==> src/rtl/mips_pkg.sv <==
// Shared types and constants for the MIPS core front end.
// Holds the redirect source encodings, the fetch FSM state type and the reset PC.
package mips_pkg;

    localparam logic [1:0]  JSRC_BR  = 2'd0;
    localparam logic [1:0]  JSRC_JAL = 2'd1;
    localparam logic [1:0]  JSRC_JR  = 2'd2;

    localparam logic [31:0] RESET_PC_DEF = 32'h0000_3000;

    typedef enum logic {
        FETCH = 1'b0,
        EXEC  = 1'b1
    } ifu_state_t;

endpackage

==> src/rtl/ifu_if.sv <==
// Instruction-memory request/acknowledge bus between the fetch unit and imem.
interface ifu_if;
    logic        imem_req;
    logic [31:0] imem_addr;
    logic        imem_ack;
    logic [31:0] imem_rdata;

    modport master (output imem_req, output imem_addr, input imem_ack, input imem_rdata);
    modport slave  (input imem_req, input imem_addr, output imem_ack, output imem_rdata);
endinterface

==> src/rtl/npc.sv <==
// Combinational next-PC selection from the decoder's redirect controls.
module npc
    import mips_pkg::*;
(
    input  logic [31:0] pc_plus4,
    input  logic [25:0] instr_idx,
    input  logic [31:0] jr_target,
    input  logic        nPC_sel,
    input  logic [1:0]  j_src,
    input  logic [1:0]  j_zero,
    input  logic        zero,
    output logic [31:0] npc
);

    logic [31:0] br_off;
    logic        unused_ok;

    assign br_off    = {{14{instr_idx[15]}}, instr_idx[15:0], 2'b00};
    // Reserved condition bit and jr low bits are intentionally ignored.
    assign unused_ok = ^{j_zero[1], jr_target[1:0]};

    always_comb begin
        npc = pc_plus4;
        if (nPC_sel) begin
            case (j_src)
                JSRC_BR:  if (j_zero[0] && zero) npc = pc_plus4 + br_off;
                JSRC_JAL: npc = {pc_plus4[31:28], instr_idx, 2'b00};
                JSRC_JR:  npc = {jr_target[31:2], 2'b00};
                default:  npc = pc_plus4;
            endcase
        end
    end

endmodule

==> src/rtl/ifu.sv <==
// Instruction fetch unit: PC register, instruction register and the FETCH/EXEC
// sequencer driving the imem req/ack handshake.
module ifu
    import mips_pkg::*;
#(
    parameter logic [31:0] RESET_PC = RESET_PC_DEF
) (
    input  logic        clk,
    input  logic        rst_n,
    input  logic        nPC_sel,
    input  logic [1:0]  j_src,
    input  logic [1:0]  j_zero,
    input  logic        zero,
    input  logic [31:0] jr_target,
    input  logic        hold,
    ifu_if.master       imem,
    output logic [31:0] instr,
    output logic [5:0]  opcode,
    output logic [5:0]  func,
    output logic        instr_valid,
    output logic [31:0] pc,
    output logic [31:0] pc_plus4
);

    ifu_state_t  state_q, state_d;
    logic [31:0] pc_q, instr_q, npc_w;
    logic        pc_load, instr_load, req;

    npc u_npc (
        .pc_plus4  (pc_plus4),
        .instr_idx (instr_q[25:0]),
        .jr_target (jr_target),
        .nPC_sel   (nPC_sel),
        .j_src     (j_src),
        .j_zero    (j_zero),
        .zero      (zero),
        .npc       (npc_w)
    );

    always_ff @(posedge clk or negedge rst_n) begin
        if (!rst_n) begin
            state_q <= FETCH;
            pc_q    <= RESET_PC;
            instr_q <= '0;
        end else begin
            state_q <= state_d;
            if (pc_load)    pc_q    <= npc_w;
            if (instr_load) instr_q <= imem.imem_rdata;
        end
    end

    always_comb begin
        state_d     = state_q;
        pc_load     = 1'b0;
        instr_load  = 1'b0;
        req         = 1'b0;
        instr_valid = 1'b0;
        case (state_q)
            FETCH: begin
                req = 1'b1;
                if (imem.imem_ack) begin
                    instr_load = 1'b1;
                    state_d    = EXEC;
                end
            end
            EXEC: begin
                instr_valid = 1'b1;
                if (!hold) begin
                    pc_load = 1'b1;
                    state_d = FETCH;
                end
            end
            default: state_d = FETCH;
        endcase
    end

    // Address comes straight from the PC register, so it cannot glitch under req.
    assign imem.imem_req  = req;
    assign imem.imem_addr = pc_q;

    assign pc       = pc_q;
    assign pc_plus4 = pc_q + 32'd4;
    assign instr    = instr_q;
    assign opcode   = instr_q[31:26];
    assign func     = instr_q[5:0];

endmodule
==> src/flat_wrapper.sv <==
// flat-port wrapper written by rule: the top's interface ports become plain ports
module ifu_flat import mips_pkg::*;
#(
    parameter logic [31:0] RESET_PC = RESET_PC_DEF
)
  (clk, rst_n, nPC_sel, j_src, j_zero, zero, jr_target, hold, instr, opcode, func, instr_valid, pc, pc_plus4, imem_imem_req, imem_imem_addr, imem_imem_ack, imem_imem_rdata);
  ifu_if imem_i ();
  input  logic clk;
  input  logic rst_n;
  input  logic nPC_sel;
  input  logic [1:0] j_src;
  input  logic [1:0] j_zero;
  input  logic zero;
  input  logic [31:0] jr_target;
  input  logic hold;
  output logic [31:0] instr;
  output logic [5:0] opcode;
  output logic [5:0] func;
  output logic instr_valid;
  output logic [31:0] pc;
  output logic [31:0] pc_plus4;
  output wire logic [$bits(imem_i.imem_req)-1:0] imem_imem_req;
  output wire logic [$bits(imem_i.imem_addr)-1:0] imem_imem_addr;
  input wire logic [$bits(imem_i.imem_ack)-1:0] imem_imem_ack;
  input wire logic [$bits(imem_i.imem_rdata)-1:0] imem_imem_rdata;
  assign imem_imem_req = imem_i.imem_req;
  assign imem_imem_addr = imem_i.imem_addr;
  assign imem_i.imem_ack = imem_imem_ack;
  assign imem_i.imem_rdata = imem_imem_rdata;
  ifu #(.RESET_PC(RESET_PC)) u_core (.clk(clk), .rst_n(rst_n), .nPC_sel(nPC_sel), .j_src(j_src), .j_zero(j_zero), .zero(zero), .jr_target(jr_target), .hold(hold), .imem(imem_i), .instr(instr), .opcode(opcode), .func(func), .instr_valid(instr_valid), .pc(pc), .pc_plus4(pc_plus4));
endmodule
==> config.mk <==
export PLATFORM = sky130hd
export DESIGN_NAME = ifu_flat
export DESIGN_NICKNAME = d
export VERILOG_FILES = /design/src/rtl/mips_pkg.sv /design/src/rtl/ifu_if.sv /design/src/rtl/npc.sv /design/src/rtl/ifu.sv /design/src/flat_wrapper.sv
export SDC_FILE = /design/constraint.sdc
export NUM_CORES = 1
export LEC_CHECK = 0
export CAP_MARGIN = 20
export CORE_MARGIN = 2
export CORE_UTILIZATION = 45
export CTS_CLUSTER_DIAMETER = 200
export CTS_CLUSTER_SIZE = 20
export DETAILED_ROUTE_END_ITERATION = 7
export DONT_BUFFER_PORTS = 1
export PLACE_DENSITY_LB_ADDON = 0.15
export SETUP_SLACK_MARGIN = 0.1
export SYNTH_ARGS = -nofsm -noshare
export SYNTH_HDL_FRONTEND = slang
export SYNTH_SLANG_ARGS = --single-unit
==> constraint.sdc <==
create_clock -name clk -period 5 [get_ports clk]
set_clock_uncertainty 0.2 [all_clocks]
set_input_delay 0.5 -clock clk [delete_from_list [all_inputs] [get_ports clk]]
set_output_delay 0.5 -clock clk [all_outputs]
set_load 0.02 [all_outputs]
Yosys cells after proc, flatten, opt, wreduce, memory -nomap -nowiden

Index checks and enable logic that the tools add are counted.

$add $sub $neg: 2
Equal/unequal tests: 2
Muxes and demuxes: 11
Bitwise gates (word level): 1
Reduce and logical (&&, ||, !) cells: 2

Operators with widths:

| operator                                                        | count |
|---|---|
| 32-bit case mux with 3 select lines                             | 1 |
| 32-bit 2-to-1 mux                                               | 2 |
| 32-bit by 3-bit adder with 32-bit output, second input constant | 1 |
| 32-bit adder                                                    | 1 |
| 1-bit 2-to-1 mux                                                | 7 |
| 2-bit by 1-bit == test with 1-bit output, second input constant | 1 |
| 2-bit == test, second input constant                            | 1 |
| 2-bit zero test                                                 | 1 |
| 1-bit case mux with 2 select lines                              | 1 |
| 1-bit logical AND                                               | 1 |
| 1-bit inverter                                                  | 1 |

Register bits after elaboration: 65
Output and inout bits: 142
Logic and storage cells: 21

Longest topological paths before layout

Word-level depth: 5
Depth in mapped cells: 17
Depth with buffers taken out: 17

By module

Synthesis repeated with hierarchy kept, for this count alone.

Cell total of the unflattened synthesis: 695
Area total of the unflattened synthesis: 6,019.5 um2

By module, submodules not included:

| module | instances | cells each | area an instance (um2) |
|---|---|---|---|
| ifu    | 1         | 266        | 3,313.2 |
| npc    | 1         | 429        | 2,706.3 |

Worst setup path after synthesis

Ideal clock, no wire load.

Path type: reg-to-reg
Start: register u_core.pc_q[3] (netlist: u_core.imem.imem_addr[3])
End: register u_core.pc_q[31] (netlist: u_core.imem.imem_addr[31])
Setup time: 0.132 ns
Data arrival time: 4.148 ns
Setup slack: 0.521 ns
Cell stages (with the launch flop): 18
Path buffers: 0
Clock period less this slack: 4.479 ns
Cell sequence: dfrtp_1 -> ha_1 -> nand4_1 -> nor2_1 -> and2_1 -> and3_1 -> nand3_1 -> xnor2_1 -> ha_1 -> a21oi_2 -> o21ai_0 -> nor2_1 -> a31oi_2 -> a41oi_2 -> a21oi_1 -> o41ai_2 -> nor3_1 -> or3b_1

Cells in the longest elaborated chain, start to end: 5

Ends and longest elaborated chain:

| item                                     | RTL line           | text |
|---|---|---|
| from (decl)                              | ifu.sv:26          | `logic [31:0] pc_q, instr_q, npc_w;` |
| from (signal assigned)                   | ifu.sv:47          | `if (pc_load) pc_q <= npc_w;` |
| 32-bit by 3-bit adder with 32-bit output | ifu.sv:82          | `assign pc_plus4 = pc_q + 32'd4;` |
| net pc_plus4[16]                         | flat_wrapper.sv:21 | `output logic [31:0] pc_plus4;` |
| 32-bit adder                             | npc.sv:26          | `JSRC_BR: if (j_zero[0] && zero) npc = pc_plus4 + br_off;` |
| 32-bit 2-to-1 mux                        | npc.sv:26          |  |
| 32-bit case mux with 3 select lines      | npc.sv:25          | `case (j_src)` |
| 32-bit 2-to-1 mux                        | npc.sv:24          | `if (nPC_sel) begin` |

The timed path passes the listed nets, and every way through them passes these cells.
A chain may end at the register's enable or synchronous reset.

Worst setup path after layout

Start: register u_core.pc_q[3] (netlist: u_core.imem.imem_addr[3])
End: register u_core.pc_q[31] (netlist: u_core.imem.imem_addr[31])

Cells in the longest elaborated chain, start to end: 5

Ends and longest elaborated chain:

| item                                       | RTL line |
|---|---|
| 32-bit by 3-bit adder with 32-bit output * | ifu.sv:82 |
| 32-bit adder                               | npc.sv:26 |
| 32-bit 2-to-1 mux                          | npc.sv:26 |
| 32-bit case mux with 3 select lines        | npc.sv:25 |
| 32-bit 2-to-1 mux *                        | npc.sv:24 |

Mark *: on every way between the ends. The rest lies on a longest branch, timed or not.

==> flow_summary.json <==
{
  "drv_slew": 0,
  "ff2ff_path_depth": 17,
  "endpoint_kind": "flop",
  "postSynth.asyncResetShare_pct": 100,
  "grt_pass1_wl_mm": 29.8,
  "fp.coreArea_mm2": 0.0127,
  "dr_total_vias": 5426,
  "ys_ff_latch": 63,
  "fmax_mhz": 214,
  "drive_above_1_share_pct": 17.9,
  "drv_cap": 0,
  "cts_made_buffers": 9,
  "p_leak_nw": 2.68,
  "cp_num_buf_inv": 0,
  "track_usage_pct": 27.2,
  "cts_root_buffer": "clkbuf_16",
  "hold_class": "input pin to flop",
  "r2r_start": "u_core.imem.imem_addr[3]",
  "cp-start-kind": "flop",
  "antenna_found_initial": 0,
  "yosysSeqAreaShare_pct": 26.8,
  "io_pins": 216,
  "hold_path_depth": 1,
  "clkLatencyLatePin_ps": 350,
  "period_share_pct": 93.5,
  "detail_route.drc_violations": 0,
  "wl_mm": 19.2,
  "crit_path_max_fanout": 8,
  "drt-pass1-iter-count": 5,
  "fp.dieH_um": 118,
  "place.gp.congestion": 0.905,
  "yosysWarningCount": 0,
  "r2r_slack_ps": 330,
  "whs_ps": 72.7,
  "min_to": "u_core.state_q",
  "cp_slowest_stage_delay_ps": 450,
  "timing.final.ws_setup_ps": 326,
  "dp_hpwl_mm": 14.1,
  "nets": 795,
  "grt.overflow.total": 0,
  "final_common_cell": "dfrtp_1",
  "grt_pass1_vias": 5348,
  "syn_inst": 706,
  "tns_ps": 0,
  "path_class": "flop to flop",
  "final_cell_mix": "61 x dfrtp_1, 58 x nor2_1, 52 x o21ai_0, 51 x nand2_1, 50 x a21oi_1",
  "cts_tree": "built",
  "routedWlPerCell_um": 22.3,
  "status": "completed",
  "placed_cells": 845,
  "holdCritStartpoint": "hold",
  "io_buffers": 0,
  "r2r_end": "u_core.imem.imem_addr[31]",
  "worstMarginPinSlew_ps": 958,
  "crit_chain": "ha_1 -> nand4_1 -> nor2_2 -> and2_1 -> and3_1 -> nand3_1 -> xnor2_1 -> ha_2 -> a21oi_4 -> o21ai_0 -> nor2_1 -> a31oi_2 -> a41oi_2 -> a21oi_1 -> o41ai_2 -> nor3_1 -> or3b_1",
  "slew_headroom_pct": 36.0,
  "area_growth_syn_to_layout_pct": 8.37,
  "clk_pin_slew_ps": 60,
  "synth_cell_types": 74,
  "finalHoldViolCount": 0,
  "required_ps": 5030,
  "fin_crit_ps": 4670,
  "cts_buffer_depth": 2,
  "dpl-instance-area_mm2": 0.00597,
  "synthFlopType": "dfrtp_1",
  "finalNonFillerCells": 863,
  "start_util_pct": 46.5,
  "antenna_left": 0,
  "die_w_um": 118,
  "cts_sinks": 63,
  "h-tree-depth": 3,
  "finalSetupViolations": 0,
  "antenna_cells": 0,
  "stdcell_area_mm2": 0.00638,
  "row_count": 41,
  "power_density_mw_per_mm2": 670,
  "post_cts_buffers": 0,
  "syn_area_per_cell_um2": 8.34,
  "die-area_mm2": 0.0140,
  "grt_max_degree": 64,
  "critPathSlowestCell": "o41ai_2",
  "via_per_inst": 6.29,
  "ir_drop_v": 0.000353,
  "synth_area_mm2": 0.00589,
  "arrival_ps": 4700,
  "rsz0062_at_grt": "false",
  "drt_iter0_markers": 357,
  "synth-edff-count": 0,
  "pre_cts_ws_ps": 456,
  "crit_family": "simple AND/OR/NAND/NOR gates"
}
synthesized netlist by cell type, types with 3 or more instances:
library cell	number	share of area, %
o21bai_1	3	0.38
a32oi_1	6	0.89
a221oi_1	6	0.89
nand2b_1	6	0.64
mux2_2	30	5.7
nand3_1	26	2.2
a222oi_1	8	1.4
o21ai_0	52	4.4
and3_1	8	0.85
nand2_1	51	3.3
xor2_1	19	2.8
xnor2_1	28	4.2
nor3_1	12	1.0
nor2b_1	9	0.96
nor4_1	3	0.32
a22o_1	4	0.60
a21oi_1	50	4.3
inv_1	23	1.5
nor2_1	60	3.8
o211ai_1	10	1.3
clkbuf_1	32	2.0
ha_1	34	7.2
nand4_1	8	0.85
and2_1	7	0.74
o21a_1	6	0.77
a21o_1	17	2.2
dfrtp_1	61	26
buf_4	49	6.2
a22oi_1	6	0.77
a21oi_2	3	0.45
o22ai_1	5	0.53
a211oi_1	7	0.89
o21ai_1	5	0.43
timing repair:
| item | 4_1_cts | 5_1_grt |
|---|---|---|
| hold buffers | 2 | 0 |
| endpoints found under the setup margin | 0 | 1 |
| endpoints found under the hold margin | 63 | 0 |
| gates resized for setup | 0 | 3 |
logic make-up (layout without fill, tap and decap cells):
kind of cell	Yosys count	after routing	share of synthesized area, %
compound gates	217	217	25.1
buf+inv	106	86	9.90
xor+xnor	48	48	7.27
simple gates	205	205	17.3
other cells	1	6	0.0637
fa+ha+maj	35	35	7.57
mux	31	31	5.99
flops	63	63	26.8
state kept, by name, summed over array words and instances (netlist names):
| register | flops |
|---|---|
| u_core.imem.imem_addr | 30 |
| u_core.instr | 32 |
| u_core.state_q | 1 |
metal layers:
| layer | track usage (%) | vias up | wire [um] | share of wire [%] |
|---|---|---|---|---|
| li1 | - | 2491 | - | - |
| met1 | 35.9 | 2658 | 8160 | 42 |
| met2 | 43.0 | 247 | 9030 | 47 |
| met3 | 7.34 | 30 | 1650 | 8.6 |
| met4 | 9.00 | 0 | 371 | 1.9 |
| met5 | 0 | - | 0 | 0 |
worst register-to-register path: stages (launching register included):
cell     delay (ps)
dfrtp_1         360
ha_1            270
nand4_1         240
nor2_2          210
and2_1          180
and3_1          240
nand3_1         110
xnor2_1         230
ha_2            390
a21oi_4         200
o21ai_0         120
nor2_1          150
a31oi_2         190
a41oi_2         340
a21oi_1         160
o41ai_2         450
nor3_1          110
or3b_1          400
metrics by stage:
step           power (mW)  utilization (%)
2_1_floorplan        3.00                -
3_3_place_gp         3.42             47.2
3_5_place_dp         3.46             47.2
4_1_cts              4.25             50.3
5_1_grt              4.54             50.4
6_report             4.28             50.4
worst max-delay path by stage:
stage / cells past startpoint / end / from
6_report: 17 / u_core.imem.imem_addr[31] / u_core.imem.imem_addr[3]
5_1_grt: 17 / u_core.imem.imem_addr[31] / u_core.imem.imem_addr[3]
4_1_cts: 17 / u_core.imem.imem_addr[31] / u_core.imem.imem_addr[2]
3_5_place_dp: 17 / u_core.imem.imem_addr[31] / u_core.imem.imem_addr[2]
3_3_place_gp: 17 / u_core.imem.imem_addr[31] / u_core.imem.imem_addr[2]
2_1_floorplan: 17 / u_core.imem.imem_addr[31] / u_core.imem.imem_addr[3]
cell type report:
| class | instances | area (um^2) |
|---|---|---|
| Clock buffer | 10 | 239 |
| Clock inverter | 6 | 116 |
| Fill cell | 1230 | 6290 |
| Inverter | 23 | 86.3 |
| Multi-Input combinational cell | 542 | 3770 |
| Sequential cell | 63 | 1580 |
| Tap cell | 172 | 215 |
| Timing Repair Buffer | 47 | 375 |
power breakdown:
group	internal (mW)	switching (mW)
clock	0.504	0.266
combinational	0.915	1.50
sequential	0.663	0.424
Note: power is estimated with default switching activity, not from simulation.
